**config.mk**
```make
export PLATFORM = sky130hd
export DESIGN_NAME = riscv_tag_exception_unit
export DESIGN_NICKNAME = d
export VERILOG_FILES = /design/src/rtl/riscv_tag_exception_unit.sv
export SDC_FILE = /design/constraint.sdc
export NUM_CORES = 1
export LEC_CHECK = 0
export ABC_AREA = 1
export ABC_CLOCK_PERIOD_IN_PS = 3800
export BUFFER_PORTS_ARGS = -buffer_cell sky130_fd_sc_hd__buf_2
export CORE_MARGIN = 3
export CORE_UTILIZATION = 57
export CTS_CLUSTER_DIAMETER = 50
export CTS_CLUSTER_SIZE = 8
export DETAILED_ROUTE_END_ITERATION = 7
export PLACE_DENSITY_LB_ADDON = 0.25
export SLEW_MARGIN = 20
export SYNTH_ARGS = -nofsm -noshare
export SYNTH_HDL_FRONTEND = slang
export SYNTH_SLANG_ARGS = --single-unit
```
**constraint.sdc**
```tcl
create_clock -name clk -period 3.8 [get_ports clk]
set_input_delay 0 -clock clk [delete_from_list [all_inputs] [get_ports clk]]
set_output_delay 0 -clock clk [all_outputs]
set_load 0.03 [all_outputs]
```
**src/rtl/riscv_tag_exception_unit.sv**
```systemverilog
// Tag-check exception queue: buffers EX-stage violations and presents them one at a time
// to the controller as a req/ack interrupt. Optional violation counter under TAG_EXC_CNT_EN.
module riscv_tag_exception_unit #(
    parameter int unsigned DEPTH    = 4,
    parameter int unsigned PC_WIDTH = 32,
    parameter int unsigned CNT_W    = 16
) (
    input  logic                clk,
    input  logic                rst_n,
    input  logic                exc_i,
    input  logic                exc_s1_i,
    input  logic                exc_s2_i,
    input  logic                exc_d_i,
    input  logic [PC_WIDTH-1:0] exc_pc_i,
    input  logic                irq_ack_i,
    input  logic                clr_i,
    output logic                irq_req_o,
    output logic [2:0]          cause_o,
    output logic [PC_WIDTH-1:0] epc_o,
    output logic                overflow_o,
    output logic [CNT_W-1:0]    exc_cnt_o
);

    localparam int unsigned AW = $clog2(DEPTH);
    localparam int unsigned PW = AW + 1;

    typedef struct packed {
        logic [2:0]          cause;
        logic [PC_WIDTH-1:0] pc;
    } entry_t;

    typedef enum logic [1:0] {
        IDLE = 2'd0,
        REQ  = 2'd1,
        GAP  = 2'd2
    } state_t;

    entry_t              mem_q [DEPTH];
    logic [PW-1:0]       wr_ptr_q, wr_ptr_d;
    logic [PW-1:0]       rd_ptr_q, rd_ptr_d;
    state_t              state_q;
    logic                irq_req_q;
    logic [2:0]          cause_q;
    logic [PC_WIDTH-1:0] epc_q;
    logic                overflow_q;

    logic   full_c, empty_c, pop_c, push_c, drop_c;
    entry_t head_c, new_c;

    // Extra pointer MSB distinguishes full from empty when the low bits match
    assign full_c  = (wr_ptr_q[AW] != rd_ptr_q[AW]) && (wr_ptr_q[AW-1:0] == rd_ptr_q[AW-1:0]);
    assign empty_c = (wr_ptr_q == rd_ptr_q);
    assign pop_c   = (state_q == REQ) && irq_ack_i;
    assign push_c  = exc_i && (!full_c || pop_c);
    assign drop_c  = exc_i && full_c && !pop_c;
    assign head_c  = mem_q[rd_ptr_q[AW-1:0]];
    assign new_c   = '{cause: {exc_d_i, exc_s2_i, exc_s1_i}, pc: exc_pc_i};

    always_comb begin
        wr_ptr_d = wr_ptr_q;
        rd_ptr_d = rd_ptr_q;
        if (push_c) wr_ptr_d = wr_ptr_q + PW'(1);
        if (pop_c)  rd_ptr_d = rd_ptr_q + PW'(1);
    end

    // Storage needs no reset; the pointers define validity. A full push+pop overwrites
    // the head slot, which is safe because the head is already latched in cause_q/epc_q.
    always_ff @(posedge clk) begin
        if (push_c) mem_q[wr_ptr_q[AW-1:0]] <= new_c;
    end

    always_ff @(posedge clk) begin
        if (!rst_n) begin
            wr_ptr_q   <= '0;
            rd_ptr_q   <= '0;
            overflow_q <= 1'b0;
        end else begin
            wr_ptr_q <= wr_ptr_d;
            rd_ptr_q <= rd_ptr_d;
            if (drop_c)     overflow_q <= 1'b1;
            else if (clr_i) overflow_q <= 1'b0;
        end
    end

    // Handshake FSM; GAP forces one deasserted cycle between consecutive events
    always_ff @(posedge clk) begin
        if (!rst_n) begin
            state_q   <= IDLE;
            irq_req_q <= 1'b0;
            cause_q   <= '0;
            epc_q     <= '0;
        end else begin
            case (state_q)
                IDLE, GAP: begin
                    if (!empty_c) begin
                        state_q   <= REQ;
                        irq_req_q <= 1'b1;
                        cause_q   <= head_c.cause;
                        epc_q     <= head_c.pc;
                    end else begin
                        state_q   <= IDLE;
                    end
                end
                REQ: begin
                    if (irq_ack_i) begin
                        state_q   <= GAP;
                        irq_req_q <= 1'b0;
                        cause_q   <= '0;
                        epc_q     <= '0;
                    end
                end
                default: begin
                    state_q   <= IDLE;
                    irq_req_q <= 1'b0;
                    cause_q   <= '0;
                    epc_q     <= '0;
                end
            endcase
        end
    end

`ifdef TAG_EXC_CNT_EN
    logic [CNT_W-1:0] cnt_q;

    always_ff @(posedge clk) begin
        if (!rst_n) begin
            cnt_q <= '0;
        end else if (clr_i) begin
            cnt_q <= CNT_W'(exc_i);
        end else if (exc_i && (cnt_q != {CNT_W{1'b1}})) begin
            cnt_q <= cnt_q + CNT_W'(1);
        end
    end

    assign exc_cnt_o = cnt_q;
`else
    assign exc_cnt_o = '0;
`endif

    assign irq_req_o  = irq_req_q;
    assign cause_o    = cause_q;
    assign epc_o      = epc_q;
    assign overflow_o = overflow_q;

endmodule

```
==> metrics.md <==
| Metric | Value |
|---|---|
| Outcome | finished, final reports clean |
| Reg2Reg Capture Point | mem_q[0][0] |
| Most frequent cells in the layout | 144 x nor2_1, 140 x edfxtp_1, 86 x nand2_1 |
| Post-CTS resize count | 0 |
| DR vias/cell | 5.19 |
| RSZ-0062 raised after global routing | no |
| Ys flop type | edfxtp_1 |
| Final Cell Area | 0.00868 sq mm |
| Slowest stage delay, CP | 0.83 ns |
| Crit path max-delay family | simple AND/OR/NAND/NOR gates |
| Post-Syn Area | 0.00734 sq mm |
| Die Width | 120 microns |
| Slew @ Worst Pin | 1.09 ns |
| Core area | 0.0123 sq mm |
| Leak | 3.34 nW |
| DRC Markers | 0 |
| Worst Hold Class | input port to register |
| Post-synth top area share | 57.2% |
| Fillers | 881 |
| Adder-cell share of the synthesized area | 0.852% |
| CP Capture Type | register |
| GRT Util Overall | 21.1% |
| CP Data Required Time | 3.84 ns |
| Final setup TNS | 0 ns |
| Via count | 4913 |
| CTS Buf Count | 17 |
| Die ar. | 0.0143 sq mm |
| WP buf/inv | 1 |
| Xor/xnor cell area share of the yosys netlist | 0.477% |
| FF-to-FF path depth | 6 |
| Cell variety after synth | 25 |
| YS warnings | 0 |
| Largest net degree at the start of global routing | 71 |
| Ant diodes | 0 |
| Number of I/O pins | 93 |
| Num Clock Sinks | 187 |
| CTS root buffer | clkbuf_16 |
| Synth area leaders | edfxtp_1 57%, dfxtp_1 13%, nor2_1 7.6% |
| Global-route met3 utilization | 4.05% |
| Slew headroom | 27.1% |
| Hold path start | exc_pc_i[18] |
| DP HPWL | 8110 microns |
| Compound-Gate Fraction of Synth Area | 7.77% |
| Reg2Reg Setup Slack | 1.53 ns |
| Clock transition at path regs | 0.06 ns |
| H-Tree Level Count | 4 |
| Simple-gate share of the synthesized area | 15.6% |
| Period utilization | 59.9% |
| Slew Limit Fails | 0 |
| Worst Hold Depth | 2 |
| Number of flops mapped to enable cells by yosys | 140 |
| DRT iter0 DRCs | 389 |
| First-pass iteration count of the detailed router | 5 |
| Met1 usage | 26.9% |
| GPL Wtd Cong | 0.823 |
| Crit Path Max Fanout | 35 |
| Ys async rst share | 0% |
| Register area share after synthesis | 70.1% |
| Worst hold margin | 0.327 ns |
| Skew-Pair Late Insertion Delay | 0.42 ns |
| FF+latch count, synth | 187 |
| Port Buffers | 76 |
| GRT overflow | 0 |
| Startpoint Class | register |
| Post-Route WL | 14700 microns |
| FP Rows | 40 |
| WL per Instance | 15.5 microns |
| Worst VDD drop | 327 uV |
| Post-synthesis area per instance | 11.1 sq um |
| Post-synthesis mux area share | 0% |
| Arrival time at the worst endpoint | 2.32 ns |
| Reg2reg start | state_q[0] |
| Final min period | 2.27 ns |
| Cell accounting for the most synthesized area | edfxtp_1 |
| Hold EP | mem_q[2][18] |
| Clk buf depth | 2 |
| Crit-path cells | nand3_1, inv_1, nor2_1, nand2_2, nand2_4, nor2_4 |
| Critical path class | register to register |
| Post-CTS setup repair buffer count | 0 |
| Mapped Cells | 662 |
| CTS tree | yes |
| Vias in the first global route | 4784 |
| Global-route wire length before repair | 23300 microns |
| Commonest non-fill, non-tap cell in the layout | nor2_1 |
| Peak Freq | 440 MHz |
| Layout cells sized above 1 | 15.3% |
| Hold Buf Count CTS | 40 |
| Cell area power density | 551 mW/mm^2 |
| Largest family of logic cells by synthesized area | simple AND/OR/NAND/NOR gates |
| Area Growth Syn to Fin | 18.1% |
| Max-cap violations | 0 |
| Antenna-violating nets left | 0 |
| Slowest cell on crit path | nor2_4 |
| Die height | 120 microns |
| Worst clock skew | 0.00777 ns |
| Final setup vio count | 0 |
| Count of final hold-check violations | 0 |
| # nets final | 811 |
| Dpl cell area | 0.00772 sq mm |
| Routing usage on met2 | 36.0% |
| Initial antenna violation count | 0 |
| Initial Utilization | 59.7% |
| Top Usage Layer GRT | met2 |
-- report_power, final --
| group | leakage [nW] | switching (mW) | internal (mW) | total, mW |
|---|---|---|---|---|
| registers | 1.67 | 0.0543 | 2.34 | 2.39 |
| logic | 1.42 | 0.620 | 0.248 | 0.868 |
| clock network | 0.244 | 0.689 | 0.829 | 1.52 |
-- area by class of cell --
type | count | area [sq um] | share of cell area, %
multi-input cells | 422 | 1900 | 21.9
well taps | 168 | 210 | 2.42
flip-flops and latches | 187 | 5150 | 59.3
inverters | 17 | 65.1 | 0.750
repair buffers | 121 | 858 | 9.89
clock inverters | 8 | 45.0 | 0.519
clock buffers | 24 | 452 | 5.21
-- layer usage --
metal	wire (microns)	up-vias	share of wire, %
li1	-	2432	-
met3	626	23	4.3
met5	0	-	0
met2	7500	122	51
met1	6350	2336	43
met4	233	0	1.6
-- Yosys cell counts, types with 5 or more instances --
master and n:
a21oi_1 43, edfxtp_1 140, dfxtp_1 47, ha_1 5, buf_4 17, buf_6 6
buf_2 12, nand2_1 86, o21ai_1 30, clkbuf_1 8, nand3_1 42, inv_1 13
nor2_1 148, clkbuf_2 5, o21ai_0 41
-- flip-flops by register name, indices dropped and copies added (netlist names), named ones only --
register    count
state_q         2
rd_ptr_q        3
cause_o         3
irq_req_o       1
wr_ptr_q        3
overflow_o      1
mem_q         140
epc_o          32
-- how the worst max path moves through the flow --
stage	startpoint	endpoint	slack, ns	cells past startpoint
6_report	state_q[0]	mem_q[0][0]	1.53	6
5_1_grt	state_q[0]	mem_q[0][1]	1.38	6
4_1_cts	state_q[0]	mem_q[1][4]	1.46	6
3_5_place_dp	state_q[0]	mem_q[1][11]	1.48	6
3_3_place_gp	state_q[0]	mem_q[1][13]	1.58	6
2_1_floorplan	wr_ptr_q[0]	mem_q[3][0]	1.04	5
-- cells by family (layout without fill, tap and decap cells) --
family,Yosys count,after routing
buf+inv,68,170
other cells,1,16
xor+xnor,4,4
compound gates,114,114
flops,187,187
simple gates,283,283
fa+ha+maj,5,5
-- worst reg2reg max path: stages, from the launching register on --
cell and delay [ns]:
dfxtp_1 0.36, nand3_1 0.19, inv_1 0.16, nor2_1 0.08, nand2_2 0.12, nand2_4 0.13
nor2_4 0.84
-- per-stage QoR --
| stage | util [%] | instances | total power, mW | worst slack, ns |
|---|---|---|---|---|
| 6_report | 70.5 | 947 | 4.78 | 1.53 |
| 4_1_cts | 70.0 | 945 | 4.79 | 1.46 |
| 5_1_grt | 70.5 | 947 | 4.99 | 1.38 |
| 2_1_floorplan | - | 677 | 3.08 | 1.04 |
| 3_3_place_gp | 62.7 | 873 | 3.24 | 1.58 |
| 3_5_place_dp | 62.7 | 873 | 3.26 | 1.48 |
Note: power is estimated with default switching activity, not from simulation.
